$ cat src/rtl/mem_port_arbiter.sv
// rtl/mem_port_arbiter.sv - shares one fixed-latency memory port between fetch and data requesters
module mem_port_arbiter #(
  parameter int unsigned LATENCY    = 2,
  parameter int unsigned MAX_STREAK = 4
) (
  input  logic        clk,
  input  logic        reset,
  input  logic        if_req,
  input  logic [31:0] if_addr,
  output logic [31:0] if_rdata,
  output logic        if_ack,
  input  logic        d_req,
  input  logic        d_we,
  input  logic [31:0] d_addr,
  input  logic [31:0] d_wdata,
  output logic [31:0] d_rdata,
  output logic        d_ack,
  output logic        mem_en,
  output logic        mem_we,
  output logic [31:0] mem_addr,
  output logic [31:0] mem_wdata,
  input  logic [31:0] mem_rdata,
  output logic        stall
);

  typedef enum logic [1:0] {IDLE, ACCESS, WAIT, RESP} state_e;

  localparam logic [3:0] MAX_S    = 4'(MAX_STREAK);
  localparam logic [3:0] CNT_INIT = 4'(LATENCY - 1);

  state_e      state_q, state_d;
  logic        owner_q, owner_d;   // 1 = data port owns the access
  logic        we_q, we_d;
  logic [31:0] addr_q, addr_d;
  logic [31:0] wdata_q, wdata_d;
  logic [31:0] if_rdata_q, if_rdata_d;
  logic [31:0] d_rdata_q, d_rdata_d;
  logic [3:0]  cnt_q, cnt_d;
  logic [3:0]  streak_q, streak_d;
  logic        data_wins;

  always_ff @(posedge clk or negedge reset) begin
    if (!reset) begin
      state_q    <= IDLE;
      owner_q    <= 1'b0;
      we_q       <= 1'b0;
      addr_q     <= '0;
      wdata_q    <= '0;
      if_rdata_q <= '0;
      d_rdata_q  <= '0;
      cnt_q      <= '0;
      streak_q   <= '0;
    end else begin
      state_q    <= state_d;
      owner_q    <= owner_d;
      we_q       <= we_d;
      addr_q     <= addr_d;
      wdata_q    <= wdata_d;
      if_rdata_q <= if_rdata_d;
      d_rdata_q  <= d_rdata_d;
      cnt_q      <= cnt_d;
      streak_q   <= streak_d;
    end
  end

  always_comb begin
    state_d    = state_q;
    owner_d    = owner_q;
    we_d       = we_q;
    addr_d     = addr_q;
    wdata_d    = wdata_q;
    if_rdata_d = if_rdata_q;
    d_rdata_d  = d_rdata_q;
    cnt_d      = cnt_q;
    streak_d   = streak_q;
    data_wins  = 1'b0;
    case (state_q)
      IDLE: begin
        if (if_req || d_req) begin
          data_wins = d_req && !(if_req && (streak_q == MAX_S));
          owner_d   = data_wins;
          we_d      = data_wins & d_we;
          addr_d    = data_wins ? d_addr : if_addr;
          wdata_d   = data_wins ? d_wdata : '0;
          // A data win with fetch waiting implies streak_q < MAX_S, so +1 saturates naturally
          if (data_wins && if_req) streak_d = streak_q + 4'd1;
          else                     streak_d = '0;
          state_d   = ACCESS;
        end
      end
      ACCESS: begin
        if (we_q) begin
          state_d = RESP;
        end else begin
          cnt_d   = CNT_INIT;
          state_d = WAIT;
        end
      end
      WAIT: begin
        if (cnt_q != '0) begin
          cnt_d = cnt_q - 4'd1;
        end else begin
          if (owner_q) d_rdata_d  = mem_rdata;
          else         if_rdata_d = mem_rdata;
          state_d = RESP;
        end
      end
      RESP:    state_d = IDLE;
      default: state_d = IDLE;
    endcase
  end

  assign mem_en    = (state_q == ACCESS);
  assign mem_we    = mem_en & we_q;
  assign mem_addr  = addr_q;
  assign mem_wdata = wdata_q;
  assign if_ack    = (state_q == RESP) & ~owner_q;
  assign d_ack     = (state_q == RESP) & owner_q;
  assign if_rdata  = if_rdata_q;
  assign d_rdata   = d_rdata_q;
  assign stall     = (if_req & ~if_ack) | (d_req & ~d_ack);

endmodule

$ cat config.mk
export PLATFORM = sky130hd
export DESIGN_NAME = mem_port_arbiter
export DESIGN_NICKNAME = d
export VERILOG_FILES = /design/src/rtl/mem_port_arbiter.sv
export SDC_FILE = /design/constraint.sdc
export NUM_CORES = 1
export LEC_CHECK = 0
export ABC_AREA = 1
export CORE_ASPECT_RATIO = 0.7
export CORE_UTILIZATION = 43
export DETAILED_ROUTE_END_ITERATION = 16
export PLACE_DENSITY = 0.8
export SLEW_MARGIN = 20
export SYNTH_ARGS = -nofsm -noshare
export SYNTH_HDL_FRONTEND = slang
export SYNTH_SLANG_ARGS = --single-unit
export TNS_END_PERCENT = 5
$ cat constraint.sdc
create_clock -name clk -period 1.8 [get_ports clk]
set_clock_uncertainty 0.05 [all_clocks]
set_input_delay 0.36 -clock clk [delete_from_list [all_inputs] [get_ports clk]]
set_output_delay 0.36 -clock clk [all_outputs]
set_load 0.02 [all_outputs]
==> results of run 1 <==
==> layout make-up <==
class,instances,area [sq um]
Timing Repair Buffer,303,3110
Sequential cell,140,3500
Multi-Input combinational cell,462,2100
Inverter,115,432
Clock buffer,17,425
Clock inverter,15,148
Fill cell,1099,4100
Tap cell,190,238
==> metal layers <==
metal	global-route usage	vias to the layer above	part of all wire
li1	-	2879	-
met1	0.307	2668	0.44
met2	0.390	208	0.47
met3	0.0704	14	0.072
met4	0.0802	0	0.014
met5	0	-	0
==> sequential cells by signal, summed over array words and instances, names as in the netlist <==
register   count
cnt_q          4
streak_q       4
mem_wdata     32
state_q        2
we_q           1
d_rdata       32
if_rdata      32
owner_q        1
mem_addr      32
==> worst max path at each step <==
stage               cells past startpoint  slack, ps    end
floorplan                               4        140  stall
global placement                        4       -270  stall
detailed placement                      4       -370  stall
CTS                                     5        -90  stall
global route                            5        -70  stall
finish                                  5        -20  stall
==> cells in the final DEF, fill, tap and decap left out <==
cell             instances
nand2_1                287
dfrtp_1                140
clkdlybuf4s50_1        131
inv_1                  109
dlygate4sd2_1           79
nand3_1                 70
o21ai_1                 55
dlymetal6s2s_1          49
buf_4                   25
o21ai_0                 18
clkbuf_16               17
buf_12                  12
inv_2                    6
nor2_1                   6
ha_1                     5
nor2_4                   4
inv_6                    4
buf_6                    4
inv_8                    3
clkinv_4                 3
nand2_2                  2
nor2_2                   2
nand2_4                  2
ha_2                     2
clkinvlp_4               2
clkinv_8                 2
buf_2                    2
o21ai_2                  1
nand3_2                  1
nand3_4                  1
xor2_1                   1
nand4_1                  1
nand3b_1                 1
o22ai_1                  1
a21oi_1                  1
ha_4                     1
clkinv_2                 1
dlygate4sd3_1            1
==> stage by stage <==
stage / worst slack, ps / util / TNS [ps] / instance area (sq um) / total power, mW
3_3_place_gp: -268 / 0.661 / -10990 / 9290 / 13.9
5_1_grt: -74.3 / 0.708 / -136 / 9950 / 17.8
3_5_place_dp: -372 / 0.661 / -12460 / 9290 / 14.1
4_1_cts: -91.3 / 0.696 / -137 / 9790 / 16.9
6_report: -18.4 / 0.708 / -18.4 / 9950 / 16.7
2_1_floorplan: 139 / - / 0 / 6230 / 9.80
==> timing repair <==
action / in CTS / in global routing
hold buffers: 1 / 0
setup endpoints to repair: 90 / 88
buffers inserted: 1 / 1
gates cloned: 0 / 1
hold endpoints to repair: 33 / 0
resized for setup: 112 / 53
pin swaps: 1 / 2
==> kinds of logic after synthesis <==
kind of cell	synth area share
AND/OR/NAND/NOR	0.252
XOR/XNOR	0.00141
buffers and inverters	0.108
adder cells (fa/ha/maj)	0.0161
AO/OA/AOI/OAI	0.0612
flip-flops	0.562
==> where the power goes <==
group	switching, mW	internal (mW)
logic	4.64	3.29
registers	0.804	4.65
clock network	1.51	1.83
==> summary.txt, run 1 <==
Run status -> finished with violations
Failing checks -> negative setup slack
Number of antenna violations at the first check in global routing -> 0
Kind of cell with the highest combined delay on the critical path -> flip-flops
Power density relative to cell area -> 1680 nW/um^2
DRC violations left -> 0
Total of endpoints with negative setup slack in the final report -> 1
Placement Rows -> 36
Post-layout worst setup margin -> -18.4 ps
Hold Violations, Final -> 0
Layout cells sized above 1 -> 0.0922
Pin count of the biggest net entering global routing -> 42
Slack of the worst reg-to-reg path -> 100 ps
CTS buffer count -> 17
Total number of yosys warnings -> 0
Routed wire length per instance -> 14.3 microns
Kind of critical path -> reg -> out
Number of nets in the synthesized netlist -> 894
Final antenna diode count -> 0
Final WL -> 17800 microns
Area of the mapped netlist -> 6230 sq um
Via count of the first global-routing pass -> 5524
Max Clk Rate -> 0.550 GHz
CTS Buffer Depth -> 2
Worst endpoint data arrival time -> 1410 ps
Slew margin rel. -> 0.726
Avg Vias per Cell -> 4.64
Clock network latency to the later pin of the worst-skew pair -> 400 ps
Post-layout min period -> 1820 ps
EDFF count, synth -> 0
Gate Count Post-Synth -> 753
Starting density of the core -> 0.444
Sequential area share after synthesis -> 0.562
TritonCTS clock tree -> done
# clock sinks -> 140
Routability Congestion -> 0.838
Number of nets in the final layout -> 1180
Horiz. Die Dim -> 146 microns
Max Transition Viols Final -> 0
DP Cell Count -> 1206
Max H-tree Level -> 4
Placeable core area -> 14100 sq um
CP Launch Point -> state_q[1]$_DFFE_PN0P_
Floorplan die height -> 103 microns
Top-level port count -> 266
RSZ-0062 raised after global routing -> true
Relative area change from synthesis to final layout -> 59.6%
Number of storage elements in the synthesis netlist -> 140
Most instantiated cells after synthesis -> 288 x nand2_1, 140 x dfrtp_1, 110 x inv_1
Required @ worst endpoint -> 1390 ps
Input/output buffers -> 265
CP peak stage delay -> 410 ps
Largest voltage drop on the vdd net -> 0.791 mV
Crit path cell chain -> ha_2 -> inv_1 -> nor2_2 -> o21ai_2 -> buf_6
Least-Margin Pin Slew -> 410 ps
CP startpoint kind -> flip-flop
Cell count of the worst reg-to-reg path -> 9
Post-route clock period utilization -> 1.01
Post-synthesis cell type with the largest combined area -> dfrtp_1
DRT iter0 DRCs -> 272
Top cells by area in the synthesized netlist -> dfrtp_1 56%, nand2_1 17%, inv_1 6.6%, nand3_1 5.6%, o21ai_1 4.4%
Yosys top cell area share -> 0.562
Category of the worst setup path capture point -> output port
Static leakage power -> 5.76 nW
Worst reg2reg endpoint -> mem_addr[5]$_DFFE_PN0P_
Async set-or-reset flop fraction in the synthesized netlist -> 1.00
Critical path buffers and inverters -> 2
Top FF cell, synth -> dfrtp_1
Total global-route track usage -> 0.238
First-pass GRT wire length -> 27800 microns
Root Buffer -> clkbuf_16
Register clock-pin slew on the reported worst setup and hold paths -> 60 ps
Total gr overflow -> 0
Final cell count without fillers -> 1242
Initial DRT Pass Iterations -> 4
Mean area per synthesized cell -> 8.28 sq um
Most common cell in the netlist -> nand2_1
Final worst hold slack -> 395 ps
Antenna violation net count after detailed routing -> 0
Reg-to-Reg Start -> streak_q[1]$_DFFE_PN0P_
Area enclosed by the die boundary -> 15000 sq um
Routed via count -> 5769
Worst-path maximum fanout -> 3
Max-cap violations -> 0
Placed wire-length estimate after detailed placement -> 12800 microns
Class of the most critical hold timing path -> in -> async
Distinct cells, synth -> 25
Cell type of the slowest stage on the worst timing path -> dfrtp_1
(Power assumes the default switching activity.)
==> run 2, diff against run 1 <==
GPL_ROUTABILITY_DRIVEN = 0   (was not set)
==> results of run 2 <==
Final layout, timing and power as in run 1 (identical DEF).
==> run 3, diff against run 2 <==
CAP_MARGIN = 40   (was not set)
==> results of run 3 <==
Final layout, timing and power as in run 1 (identical DEF).
